## config.mk

```make
export PLATFORM = sky130hd
export DESIGN_NAME = axis_rr_arbiter
export DESIGN_NICKNAME = d
export VERILOG_FILES = /design/src/rtl/axis_arb_pkg.sv /design/src/rtl/arb_rr_pick.sv /design/src/rtl/axis_rr_arbiter.sv
export SDC_FILE = /design/constraint.sdc
export NUM_CORES = 1
export LEC_CHECK = 0
export CAP_MARGIN = 20
export CORE_ASPECT_RATIO = 1.5
export CORE_MARGIN = 2
export CORE_UTILIZATION = 25
export CTS_BUF_LIST = sky130_fd_sc_hd__clkbuf_8
export CTS_CLUSTER_DIAMETER = 30
export DETAILED_ROUTE_END_ITERATION = 8
export PLACE_DENSITY = 0.72
export SLEW_MARGIN = 25
export SYNTH_ARGS = -nofsm -noshare
export SYNTH_HDL_FRONTEND = slang
export SYNTH_HIERARCHICAL = 1
export SYNTH_SLANG_ARGS = --single-unit
```

## constraint.sdc

```tcl
create_clock -name clk -period 2 [get_ports clk]
set_input_delay 0.4 -clock clk [delete_from_list [all_inputs] [get_ports clk]]
set_output_delay 0.4 -clock clk [all_outputs]
set_load 0.1 [all_outputs]
```

## src/rtl/axis_arb_pkg.sv

```systemverilog
// axis_arb_pkg: shared FSM encoding and grant-width helper for the stream arbiter.
package axis_arb_pkg;

  localparam int unsigned ARB_STATE_W = 2;

  localparam logic [ARB_STATE_W-1:0] ARB_IDLE   = 2'd0;
  localparam logic [ARB_STATE_W-1:0] ARB_LOCKED = 2'd1;

  // Grant index width: max(1, clog2(n))
  function automatic int unsigned arb_grant_w(input int unsigned n);
    return (n <= 2) ? 1 : $clog2(n);
  endfunction

endpackage

```

## src/rtl/arb_rr_pick.sv

```systemverilog
// arb_rr_pick: combinational rotate-priority picker. Returns the first asserted
// request scanning ptr_i, ptr_i+1, ... with wrap from N-1 back to 0.
module arb_rr_pick #(
  parameter int unsigned N     = 4,
  parameter int unsigned IDX_W = 2
) (
  input  logic [N-1:0]     req_i,
  input  logic [IDX_W-1:0] ptr_i,
  output logic             found_o,
  output logic [IDX_W-1:0] idx_o
);

  logic [2*N-1:0] req_dbl;
  logic [2*N-1:0] req_rot;
  logic [IDX_W:0] sum;

  assign req_dbl = {req_i, req_i};
  assign req_rot = req_dbl >> ptr_i;

  // Lowest set bit of the rotated vector, mapped back to an absolute index
  always_comb begin
    found_o = 1'b0;
    idx_o   = '0;
    sum     = '0;
    for (int unsigned j = 0; j < N; j++) begin
      if (!found_o && req_rot[j]) begin
        found_o = 1'b1;
        sum     = (IDX_W+1)'(ptr_i) + (IDX_W+1)'(j);
        if (sum >= (IDX_W+1)'(N)) begin
          sum = sum - (IDX_W+1)'(N);
        end
        idx_o = IDX_W'(sum);
      end
    end
  end

endmodule

```

## src/rtl/axis_rr_arbiter.sv

```systemverilog
// axis_rr_arbiter: round-robin arbiter sharing one stream output among N_INPUTS
// requesters. Arbitration costs one IDLE cycle; once locked the granted lane is
// forwarded combinationally.
// Build option AXIS_ARB_PACKET_LOCK_EN: when defined the grant is held until a
// last-flagged handshake; when undefined every output handshake releases it.
module axis_rr_arbiter
  import axis_arb_pkg::*;
#(
  parameter int unsigned DATA_WIDTH = 8,
  parameter int unsigned N_INPUTS   = 4,
  parameter int unsigned GRANT_W    = arb_grant_w(N_INPUTS)
) (
  input  logic                           clk,
  input  logic                           resetn,
  input  logic [N_INPUTS*DATA_WIDTH-1:0] in_data,
  input  logic [N_INPUTS-1:0]            in_last,
  input  logic [N_INPUTS-1:0]            in_valid,
  output logic [N_INPUTS-1:0]            in_ready,
  output logic [DATA_WIDTH-1:0]          out_data,
  output logic                           out_last,
  output logic                           out_valid,
  input  logic                           out_ready,
  output logic [GRANT_W-1:0]             grant_id,
  output logic                           grant_active
);

  logic [ARB_STATE_W-1:0] state_q, state_d;
  logic [GRANT_W-1:0]     grant_q, grant_d;
  logic [GRANT_W-1:0]     rr_ptr_q, rr_ptr_d;

  logic                   pick_found;
  logic [GRANT_W-1:0]     pick_idx;
  logic                   locked;
  logic                   sel_valid;
  logic                   sel_last;
  logic [DATA_WIDTH-1:0]  sel_data;
  logic                   release_beat;

  arb_rr_pick #(
    .N     (N_INPUTS),
    .IDX_W (GRANT_W)
  ) u_pick (
    .req_i   (in_valid),
    .ptr_i   (rr_ptr_q),
    .found_o (pick_found),
    .idx_o   (pick_idx)
  );

  assign locked = (state_q == ARB_LOCKED);

  // Select the granted lane's valid/last/data
  always_comb begin
    sel_valid = 1'b0;
    sel_last  = 1'b0;
    sel_data  = '0;
    for (int unsigned i = 0; i < N_INPUTS; i++) begin
      if (grant_q == GRANT_W'(i)) begin
        sel_valid = in_valid[i];
        sel_last  = in_last[i];
        sel_data  = in_data[i*DATA_WIDTH +: DATA_WIDTH];
      end
    end
  end

  // Output channel and per-lane ready, gated to zero outside LOCKED
  always_comb begin
    out_valid = locked & sel_valid;
    out_last  = locked & sel_last;
    out_data  = locked ? sel_data : '0;
    in_ready  = '0;
    for (int unsigned i = 0; i < N_INPUTS; i++) begin
      in_ready[i] = locked & (grant_q == GRANT_W'(i)) & out_ready;
    end
  end

  assign grant_id     = grant_q;
  assign grant_active = locked;

`ifdef AXIS_ARB_PACKET_LOCK_EN
  assign release_beat = out_valid & out_ready & out_last;
`else
  assign release_beat = out_valid & out_ready;
`endif

  // Next-state: arbitrate in IDLE, release on the closing handshake
  always_comb begin
    state_d  = state_q;
    grant_d  = grant_q;
    rr_ptr_d = rr_ptr_q;
    case (state_q)
      ARB_IDLE: begin
        if (pick_found) begin
          grant_d = pick_idx;
          state_d = ARB_LOCKED;
        end
      end
      ARB_LOCKED: begin
        if (release_beat) begin
          state_d  = ARB_IDLE;
          rr_ptr_d = (grant_q == GRANT_W'(N_INPUTS - 1)) ? '0 : grant_q + GRANT_W'(1);
        end
      end
      default: begin
        state_d = ARB_IDLE;
      end
    endcase
  end

  // State, grant and rotation pointer registers
  always_ff @(posedge clk or negedge resetn) begin
    if (!resetn) begin
      state_q  <= ARB_IDLE;
      grant_q  <= '0;
      rr_ptr_q <= '0;
    end else begin
      state_q  <= state_d;
      grant_q  <= grant_d;
      rr_ptr_q <= rr_ptr_d;
    end
  end

endmodule

```

==> results.yml <==
outcome:
  status: "complete, but fails checks"
  violations: "negative setup slack"
synthesis:
  synthArstFlopShare_pct: 100
  synth.net_count: 153
  synth_edf_count: 0
  ys_seq_area_share_pct: 16.7
  synth_top_flop_cell: "dfrtp_1"
  netlist_area_sq_um: 751
  synth.avg_cell_area_sq_um: 7.08
  synth_cells: 106
  yosysUniqueCellTypes: 27
  yosysWarningCount: 6
  ys_ff_latch: 5
clock_network:
  cts_buffers: 3
  cts_sinks: 5
  htreeDepth: 1
  clk-insertion-delay-late_ps: 230
  tritoncts: "yes"
  clock_path_buffers: 2
  cts-root-buf: "clkbuf_8"
  clkTransAtPathRegs_ps: 40
min_path:
  holdCritPathClass: "input port to async pin"
critical_path:
  critPathMaxFanout: 8
  regToRegStartpoint: "grant_id[1]"
  crit_type: "flop to primary output"
  ff2ff_setup_slack_ps: 70
  required_ps: 1600
  startpoint_type: "flop"
  r2r_cells: 9
  reg2reg_to: "rr_ptr_q[0]"
  crit_chain: "inv_6, ha_4, nor2b_4, buf_8, a221oi_2, o31ai_1, and2_4, buf_12"
  crit_slowest_cell: "dfrtp_4"
  endpoint_kind: "primary output"
  crit_path_max_incr_delay_ps: 510
  worstPathArrival_ps: 1910
cells_and_area:
  final_common_cell: "clkdlybuf4s50_1"
  finalCoreUtilization_pct: 68.5
  design_area_sq_um: 1970
  layout-drive-gt1-share_pct: 44.0
  syn2layout_area_growth_pct: 163
  fin_nets: 232
  num_antenna_cells: 0
  final_cell_mix: "clkdlybuf4s50_1, buf_12, buf_4, nand2_1, nor2b_1"
sta:
  fmax_ghz: 0.434
  min_period_over_period_pct: 115
  finalHoldViolations: 0
  skew_ps: 0.480
  rsz0062_at_grt: "true"
  setup_ws_ps: -306
  min_period_ps: 2310
  finalSetupTns_ps: -2700
  finalMaxSlewViolations: 0
  setup_viol: 10
  hold_ws_ps: 401
  max_slew.worst_pin.slew_ps: 362
  slew_headroom_pct: 75.8
place:
  dp.final_hpwl_um: 2440
  gp_congestion: 0.848
  io_buffers: 59
  placed_cell_area_sq_um: 1740
die:
  rows: 24
  start_util_pct: 26.0
  die_h_um: 71.1
  ios: 60
  die_w_um: 48.7
  core-area_sq_um: 2880
  dieArea_sq_um: 3470
detailed_routing:
  ant_nets: 0
  drc: 0
  via_per_inst: 4.97
  firstDrtPassIters: 4
  vias: 1108
  first_iter_violations: 13
  routed_wl_um: 3290
  wl_per_cell_um: 14.8
global_route:
  antenna_found_initial: 0
  grt_max_degree: 22
  grt_pass1_wl_um: 5600
  grt_overflow_total: 0
  grt_pass1_vias: 1172
  grt_use_total_pct: 20.3
job:
  drv_cap: 0
[area by class of cell]
cell class	count	area, sq um
Tap cell	39	48.8
Multi-Input combinational cell	87	739
Sequential cell	5	134
Inverter	6	30.0
Clock buffer	3	41.3
Clock inverter	1	3.75
Fill cell	239	908
Timing Repair Buffer	82	977
[synthesized netlist by cell type (all sizes together) (2+ instances only)]
| library cell | count | share of area, % |
|---|---|---|
| ha | 4 | 6.7 |
| a21oi | 6 | 4.0 |
| and2 | 8 | 6.7 |
| nand3 | 2 | 1.3 |
| nand3b | 2 | 2.0 |
| inv | 6 | 3.0 |
| nand2 | 13 | 6.5 |
| dfrtp | 5 | 17 |
| clkbuf | 4 | 2.0 |
| or4 | 2 | 2.0 |
| a221oi | 8 | 9.3 |
| buf | 4 | 2.7 |
| o21ai | 6 | 4.0 |
| and3 | 4 | 3.3 |
| nor2b | 13 | 11 |
| o31ai | 8 | 8.0 |
[critical path, delay by kind of cell, from the launching register on]
kind	cells	cell delay, ps
AOI/OAI and AO/OA	2	300
adders and majority gates	1	130
DFF	1	510
buffers and inverters	3	410
and+or+nand+nor	2	330
[repair_timing]
item                                    in CTS  in global routing
gates resized for setup                     24                  2
pin swaps                                   18                  1
hold buffers                                 0                  0
endpoints found under the setup margin      11                 11
hold endpoints to repair                     0                  0
setup buffers                                6                  2
[metal layers]
metal	up-vias	part of all wire, %	track usage (%)
met5	-	0	0
met4	0	0.82	4.44
met3	5	5.6	4.64
met2	52	55	39.3
met1	507	38	21.8
li1	544	-	-
[worst max path at each step]
| stage | slack, ps | startpoint | cells past startpoint | endpoint |
|---|---|---|---|---|
| after floorplan | -320 | grant_id[0] | 7 | out_data[6] |
| after global placement | -120 | grant_id[0] | 8 | out_data[4] |
| after detailed placement | -150 | grant_id[0] | 8 | out_data[5] |
| after CTS | -280 | grant_id[1] | 8 | out_valid |
| after global routing | -370 | grant_id[1] | 8 | out_data[1] |
| final | -310 | grant_id[1] | 8 | out_data[1] |
[sequential cells by signal, indices dropped and copies added (netlist names)]
register and flops:
rr_ptr_q 2, grant_id 2, state_q 1
[stage by stage]
| stage | cells | worst slack (ps) |
|---|---|---|
| after floorplan | 106 | -320 |
| after global placement | 211 | -119 |
| after detailed placement | 211 | -154 |
| after CTS | 221 | -282 |
| after global routing | 223 | -372 |
| final | 223 | -306 |
[logic make-up after synthesis]
| kind of cell | share of synthesized area [%] |
|---|---|
| compound gates | 33.0 |
| flops | 16.7 |
| mux | 1.33 |
| simple gates | 34.7 |
| buf+inv | 7.67 |
| fa+ha+maj | 6.67 |
Power is left out: the tool's default activity adds up to more than one toggle a clock period on the data nets, which glitch-free logic cannot reach.
